`src/rtl/signal_measure_pkg.sv`:
```
// signal_measure_pkg: shared state encoding and sample range constants for the extremes tracker
package signal_measure_pkg;

    typedef enum logic [1:0] {IDLE, ACCUM, PUBLISH} state_t;

    function automatic logic [63:0] sample_max_pos(input int w);
        return (64'd1 << (w - 1)) - 64'd1;
    endfunction

    function automatic logic [63:0] sample_max_neg(input int w);
        return 64'd1 << (w - 1);
    endfunction

endpackage

```
`src/rtl/signal_extremes_tracker_extreme_update.sv`:
```
// extreme_update: next running max/min for one sample, seeded from the sample at window start
module extreme_update #(
    parameter int W = 12
) (
    input  logic signed [W-1:0] runMax,
    input  logic signed [W-1:0] runMin,
    input  logic signed [W-1:0] sample,
    input  logic                init,
    output logic signed [W-1:0] nextMax,
    output logic signed [W-1:0] nextMin
);

    // non-strict compares so equal samples are taken as the new extreme
    always_comb begin
        nextMax = (init || sample >= runMax) ? sample : runMax;
        nextMin = (init || sample <= runMin) ? sample : runMin;
    end

endmodule

```
`src/rtl/signal_extremes_tracker.sv`:
```
// signal_extremes_tracker: windowed max/min/peak-to-peak of display-Y samples; SIGNAL_MEAN_EN adds a window mean
module signal_extremes_tracker
    import signal_measure_pkg::*;
#(
    parameter int DISPLAY_Y_BITS = 12,
    parameter int WINDOW_BITS    = 10
) (
    input  logic                             clock,
    input  logic                             reset_n,
    input  logic                             run,
    input  logic                             clear,
    input  logic                             hold,
    input  logic                             sampleValid,
    input  logic signed [DISPLAY_Y_BITS-1:0] sample,
    output logic signed [DISPLAY_Y_BITS-1:0] signalMax,
    output logic signed [DISPLAY_Y_BITS-1:0] signalMin,
    output logic        [DISPLAY_Y_BITS:0]   peakToPeak,
    output logic signed [DISPLAY_Y_BITS-1:0] signalMean,
    output logic                             resultValid
);

    localparam logic signed [DISPLAY_Y_BITS-1:0] POS = DISPLAY_Y_BITS'(sample_max_pos(DISPLAY_Y_BITS));
    localparam logic signed [DISPLAY_Y_BITS-1:0] NEG = DISPLAY_Y_BITS'(sample_max_neg(DISPLAY_Y_BITS));

    state_t                           state;
    logic        [WINDOW_BITS-1:0]    count;
    logic signed [DISPLAY_Y_BITS-1:0] runMax, runMin, nextMax, nextMin, stageMax, stageMin;
    logic                             restart, publish;

    assign restart = (clear && state != IDLE) || !run;
    assign publish = state == PUBLISH && !clear && !hold;

    extreme_update #(.W(DISPLAY_Y_BITS)) u_update (
        .runMax (runMax),
        .runMin (runMin),
        .sample (sample),
        .init   (state == PUBLISH),
        .nextMax(nextMax),
        .nextMin(nextMin)
    );

    // window sequencing, running extremes, staging and published outputs
    always_ff @(posedge clock or negedge reset_n) begin
        if (!reset_n) begin
            state       <= IDLE;
            count       <= '0;
            runMax      <= NEG;
            runMin      <= POS;
            stageMax    <= '0;
            stageMin    <= '0;
            signalMax   <= '0;
            signalMin   <= '0;
            peakToPeak  <= '0;
            resultValid <= 1'b0;
        end else begin
            resultValid <= publish;
            if (publish) begin
                signalMax  <= stageMax;
                signalMin  <= stageMin;
                peakToPeak <= {stageMax[DISPLAY_Y_BITS-1], stageMax} - {stageMin[DISPLAY_Y_BITS-1], stageMin};
            end
            if (restart) begin
                state  <= run ? ACCUM : IDLE;
                count  <= '0;
                runMax <= NEG;
                runMin <= POS;
            end else if (state == IDLE) begin
                state <= ACCUM;
            end else if (sampleValid && &count) begin
                stageMax <= nextMax;
                stageMin <= nextMin;
                runMax   <= NEG;
                runMin   <= POS;
                count    <= '0;
                state    <= PUBLISH;
            end else begin
                state <= ACCUM;
                if (sampleValid) begin
                    runMax <= nextMax;
                    runMin <= nextMin;
                    count  <= count + 1'b1;
                end
            end
        end
    end

`ifdef SIGNAL_MEAN_EN
    logic signed [DISPLAY_Y_BITS+WINDOW_BITS-1:0] acc, accNext;
    logic signed [DISPLAY_Y_BITS-1:0]             stageMean;

    assign accNext = acc + {{WINDOW_BITS{sample[DISPLAY_Y_BITS-1]}}, sample};

    // window sum; the top bits of the sum are the floor-divided mean
    always_ff @(posedge clock or negedge reset_n) begin
        if (!reset_n) begin
            acc        <= '0;
            stageMean  <= '0;
            signalMean <= '0;
        end else begin
            if (publish)
                signalMean <= stageMean;
            if (restart || state == IDLE) begin
                acc <= '0;
            end else if (sampleValid && &count) begin
                stageMean <= accNext[DISPLAY_Y_BITS+WINDOW_BITS-1:WINDOW_BITS];
                acc       <= '0;
            end else if (sampleValid) begin
                acc <= accNext;
            end
        end
    end
`else
    assign signalMean = '0;
`endif

endmodule

```
`config.mk`:
```
export PLATFORM = sky130hd
export DESIGN_NAME = signal_extremes_tracker
export DESIGN_NICKNAME = d
export VERILOG_FILES = /design/src/rtl/signal_measure_pkg.sv /design/src/rtl/signal_extremes_tracker_extreme_update.sv /design/src/rtl/signal_extremes_tracker.sv
export SDC_FILE = /design/constraint.sdc
export NUM_CORES = 1
export LEC_CHECK = 0
export BUFFER_PORTS_ARGS = -buffer_cell sky130_fd_sc_hd__buf_2
export CAP_MARGIN = 20
export CORE_AREA = 2 2 118 120
export CTS_CLUSTER_SIZE = 28
export DETAILED_ROUTE_END_ITERATION = 10
export DIE_AREA = 0 0 120 122
export PLACE_DENSITY_LB_ADDON = 0.05
export SKIP_CTS_REPAIR_TIMING = 1
export SYNTH_ARGS = -nofsm -noshare
export SYNTH_HDL_FRONTEND = slang
export SYNTH_SLANG_ARGS = --single-unit
```
`constraint.sdc`:
```
create_clock -name clock -period 3.9 [get_ports clock]
set_input_delay 0.585 -clock clock [delete_from_list [all_inputs] [get_ports clock]]
set_output_delay 0.585 -clock clock [all_outputs]
set_load 0.02 [all_outputs]
```
After elaboration in Yosys (flattened, before gate mapping)
Cells that the tools add are included. W data, S select, Z words.

Equal/unequal tests: 2. Reductions and logical operators: 16. Bitwise gates (word level): 2. $lt $le $gt $ge: 2. Add/sub/neg operators: 2. Multiplexer cells: 18.

Operators with widths (count): $mux W12 (10); $mux W10 (4); $sub A12 B12 Y13 (1); $ge A12 B12 Y1 (1); $le A12 B12 Y1 (1); $add A10 B1 Y10 const B (1); $reduce_and A10 Y1 (1); $mux W2 (3); $logic_and A1 B1 Y1 (4); $logic_not A1 Y1 (3); $logic_or A1 B1 Y1 (3); $reduce_and A3 Y1 (1); $reduce_bool A3 Y1 (1); $eq A2 B2 Y1 const B (1); $logic_not A2 Y1 (1); $ne A2 B2 Y1 const B (1); $not A1 Y1 (2); $reduce_and A2 Y1 (1); $reduce_bool A2 Y1 (1); $mux W1 (1).

Register bits: 98. Word-level logic and storage cells: 52.

Logic depth before layout (Yosys ltp)
Depth after elaboration: 7. Depth in mapped cells: 9. Gate-level depth less buffers: 9.

By module
A second synthesis with hierarchy kept.

Cells, all modules: 528. Area total of the unflattened synthesis: 5571.6 sq um.

By module, submodules not included: signal_extremes_tracker (area each 4415.5 sq um, times used 1, cells an instance 396); extreme_update (area each 1156.1 sq um, times used 1, cells an instance 132).

Worst setup path after synthesis
No wires, ideal clock.

Path type: input -> register. Start point: in sample[6]. End point: reg stageMax[10]. Stages on the path: 8. Data arrival time: 2193 ps. Path slack: 1583 ps. Data required time: 3776 ps. Setup time: 124 ps. Path buffers: 1. Cell sequence: ha_1 > a21o_1 > a21oi_1 > nand2_1 > o21ai_1 > clkbuf_1 > a21boi_0 > o31a_1.

Cells in the longest elaborated chain, start to end: 3.

Ends and longest elaborated chain: start: declaration (line signal_extremes_tracker.sv:14) `input logic signed [DISPLAY_Y_BITS-1:0] sample,`; $ge A12 B12 Y1 (line signal_extremes_tracker_extreme_update.sv:15) `nextMax = (init || sample >= runMax) ? sample : runMax;`; $logic_or A1 B1 Y1 (line signal_extremes_tracker_extreme_update.sv:15); $mux W12 (line signal_extremes_tracker_extreme_update.sv:15); end signal: assignment (line signal_extremes_tracker.sv:70) `stageMax <= nextMax;`; end: declaration (line signal_extremes_tracker.sv:27) `logic signed [DISPLAY_Y_BITS-1:0] runMax, runMin, nextMax, nextMin, stageMax, stageMin;`.

No other way between the ends. A chain may end at the register's enable or synchronous reset.

Worst setup path after layout
Start point: reg runMin[10]. End point: reg runMin[11].

Cells in the longest elaborated chain, start to end: 7.

Ends and longest elaborated chain: start: declaration (line signal_extremes_tracker.sv:27); start signal: assignment (line signal_extremes_tracker.sv:80) `runMin <= nextMin;`; $le A12 B12 Y1 (line signal_extremes_tracker_extreme_update.sv:16) `nextMin = (init || sample <= runMin) ? sample : runMin;`; $logic_or A1 B1 Y1 (line signal_extremes_tracker_extreme_update.sv:16); $mux W12 (line signal_extremes_tracker_extreme_update.sv:16); $mux W12 (line signal_extremes_tracker.sv:78) `if (sampleValid) begin`; $mux W12 (line signal_extremes_tracker.sv:69) `end else if (sampleValid && &count) begin`; $mux W12 (line signal_extremes_tracker.sv:67) `end else if (state == IDLE) begin`; $mux W12 (line signal_extremes_tracker.sv:62) `if (restart) begin`.

No other way between the ends. The select of a mux whose other input is x is not followed.

==> impl_metrics.yaml <==
detailed_routing:
  wire_per_inst_um: 16.9
  firstDrtPassIters: 4
  via_count: 4066
  drt_iter0_markers: 231
  antenna_left: 0
  drt-vias-per-instance: 5.11
  drc: 0
  wirelength_um: 13500
clocking:
  tritoncts: "built"
  h-tree-depth: 3
  clkSinkCount: 98
  cts_made_buffers: 9
  cts_root_buffer: "clkbuf_16"
  path_clk_slew_ns: 0.07
  insertion_delay_ns: 0.35
  clock_tree.buffer_depth: 2
placement:
  gp_congestion: 0.849
  portBuffers: 55
  dp_hpwl_um: 9920
  dpl_cell_area_um2: 5700
power:
  power_switching_uw: 530
  share_comb_of_total_power: 0.082
  switching_share: 0.235
  ir_worst_vdd_uv: 165
  leakage_uw: 0.00302
  p_int_uw: 1720
  seq_power_share: 0.466
  pwr-share-clk: 0.452
  power-per-cell-area_nw_per_um2: 373
cells_and_area:
  nets: 667
  final_area_um2: 6040
  fin_util: 0.447
  layout_commonest_cell: "dfrtp_1"
  fill_cells: 1343
  area_delta_synth_final_pct: 14.5
  antennaDiodeCount: 0
  final_cell_mix: "dfrtp_1 (86), nand2_1 (81), buf_2 (54)"
  drive_gt1_frac: 0.156
synth:
  ys_seq_elements: 98
  synth_edf_count: 0
  ys_seq_area_frac: 0.468
  synthArstFlopShare: 1.00
  syn_area_um2: 5280
  synthCells: 559
  avgSynthCellArea_um2: 9.44
  synth_top_flop_cell: "dfrtp_1"
  synth_top_area_cell: "dfrtp_1"
  synth_top_area_share: 0.408
  yosys_warnings: 0
  synth_cell_types: 52
  synth.area.top_cells: "dfrtp_1 (41%), ha_1 (8.8%), dfstp_2 (6.0%), nand2_1 (5.8%), o21ai_0 (4.4%)"
die:
  initial_core_util: 0.391
  dieWidth_um: 120
  rows: 43
  io_pins: 68
  dieArea_um2: 14600
  die_h_um: 122
  core_area_um2: 13500
worst_setup_path:
  crit_buf_inv: 1
  r2r_end: "runMin[11]"
  r2r_setup_slack_ns: 1.26
  crit_chain: "inv_1 -> ha_1 -> and4_1 -> nand4_1 -> a21o_1 -> a21oi_1 -> nand2b_1 -> o22ai_1"
  critPathMaxFanout: 12
  path_delay_family: "simple AND/OR/NAND/NOR gates"
  crit_type: "flip-flop to flip-flop"
  startpoint_type: "flip-flop"
  r2r_cells: 8
  slowest_stage: "dfstp_2"
  r2r-start: "runMin[10]"
  end_kind: "flip-flop"
  cpPeakStageDelay_ns: 0.56
  required_ns: 4.10
  arrival_ns: 2.85
  setup.worst_path.start: "runMin[10]"
grt:
  grt_pass1_vias: 3939
  grt_pass1_wl_um: 21700
  antenna_found_initial: 0
  globalRouteOverflowTotal: 0
  grt_max_degree: 63
  grtUsageTotal: 0.193
status:
  status: "completed"
worst_hold_path:
  hold_path.class: "primary input to async pin"
timing:
  rsz0062_at_grt: "false"
  fmax_mhz: 378
  tns_ns: 0
  whs_ns: 0.210
  tightest_slew_ns: 0.929
  report.final.slew_viol_count: 0
  slew_headroom: 0.381
  fin_crit_sh: 0.678
  period_minus_slack_ns: 2.64
  finClkSkew_ns: 0.00593
  hold_viol_final: 0
  setup_viol: 0
job:
  maxCapViolations: 0
[cells in the mapped netlist, types with 2 or more instances]
library cell,number
xor2_1,5
o21ai_0,46
a31oi_1,5
nor2b_1,3
and2_1,3
nand2_1,81
or3_1,3
and3_1,10
a21o_1,9
inv_1,45
nor3_1,3
clkbuf_1,17
o21a_1,4
o211ai_1,6
buf_2,4
buf_4,13
nand4_1,6
dfstp_2,12
o31a_1,9
a21boi_0,11
ha_1,37
a21oi_1,28
o22a_1,11
nor2_1,30
a211o_1,2
nand2b_1,18
dfrtp_1,86
xnor2_1,8
a22o_1,12
o31ai_1,4
nand3_1,7
[how the worst max path moves through the flow]
stage | end | cells past startpoint
after floorplan | stageMax[10] | 8
after global placement | runMin[11] | 8
after detailed placement | runMin[11] | 8
after CTS | runMin[11] | 8
after global routing | runMin[11] | 8
final | runMin[11] | 8
[logic make-up (layout without fill, tap and decap cells)]
logic type | Yosys count | in the layout | synth area share
fa+ha+maj | 38 | 38 | 0.0915
buf+inv | 80 | 126 | 0.0685
xor+xnor | 13 | 13 | 0.0216
simple gates | 168 | 168 | 0.147
compound gates | 161 | 161 | 0.203
flops | 98 | 98 | 0.468
other cells | 1 | 12 | 0.000711
[routing by layer]
metal  GRT usage  share of wire  up-vias
met5           0              0        -
met2       0.305           0.47       68
met4      0.0728          0.019        0
li1            -              -     2023
met1       0.268           0.48     1961
met3      0.0304          0.034       14
[worst register-to-register path, delay by kind of cell, from the launching register on]
family / cells / cell delay, ns
AND/OR/NAND/NOR: 3 / 0.86
AO/OA/AOI/OAI: 3 / 0.75
flip-flops: 1 / 0.56
adder cells (fa/ha/maj): 1 / 0.28
buffers and inverters: 1 / 0.05
[per-stage QoR]
| step | setup WS, ns | std cells | total power [uW] |
|---|---|---|---|
| after floorplan | 1.58 | 570 | 1180 |
| after global placement | 0.842 | 779 | 1250 |
| after detailed placement | 0.752 | 779 | 1260 |
| after CTS | 0.945 | 795 | 2280 |
| after global routing | 1.14 | 796 | 2360 |
| final | 1.26 | 796 | 2250 |
[layout make-up]
class                      instances  area, um^2  area share
clock inverter                     5         103      0.0170
tap                              180         225      0.0373
sequential                        98        2470       0.409
inverter                          45         169      0.0280
clock buffer                      11         233      0.0385
timing repair buffer              65         353      0.0584
multi-input combinational        392        2490       0.412
[state kept, by name, indices dropped and copies added, names as in the netlist]
register,flops
peakToPeak,13
signalMax,12
runMax,12
stageMin,12
signalMin,12
resultValid,1
stageMax,12
state,2
count,10
runMin,12
[power by group through the flow]
stage / registers (uW) / logic (uW) / clock network [uW]
after floorplan: 1090 / 93.8 / 0
after detailed placement: 1070 / 186 / 0
after CTS: 1050 / 186 / 1050
after global routing: 1050 / 208 / 1100
final: 1050 / 185 / 1020
after global placement: 1070 / 184 / 0
(Power assumes the default switching activity.)
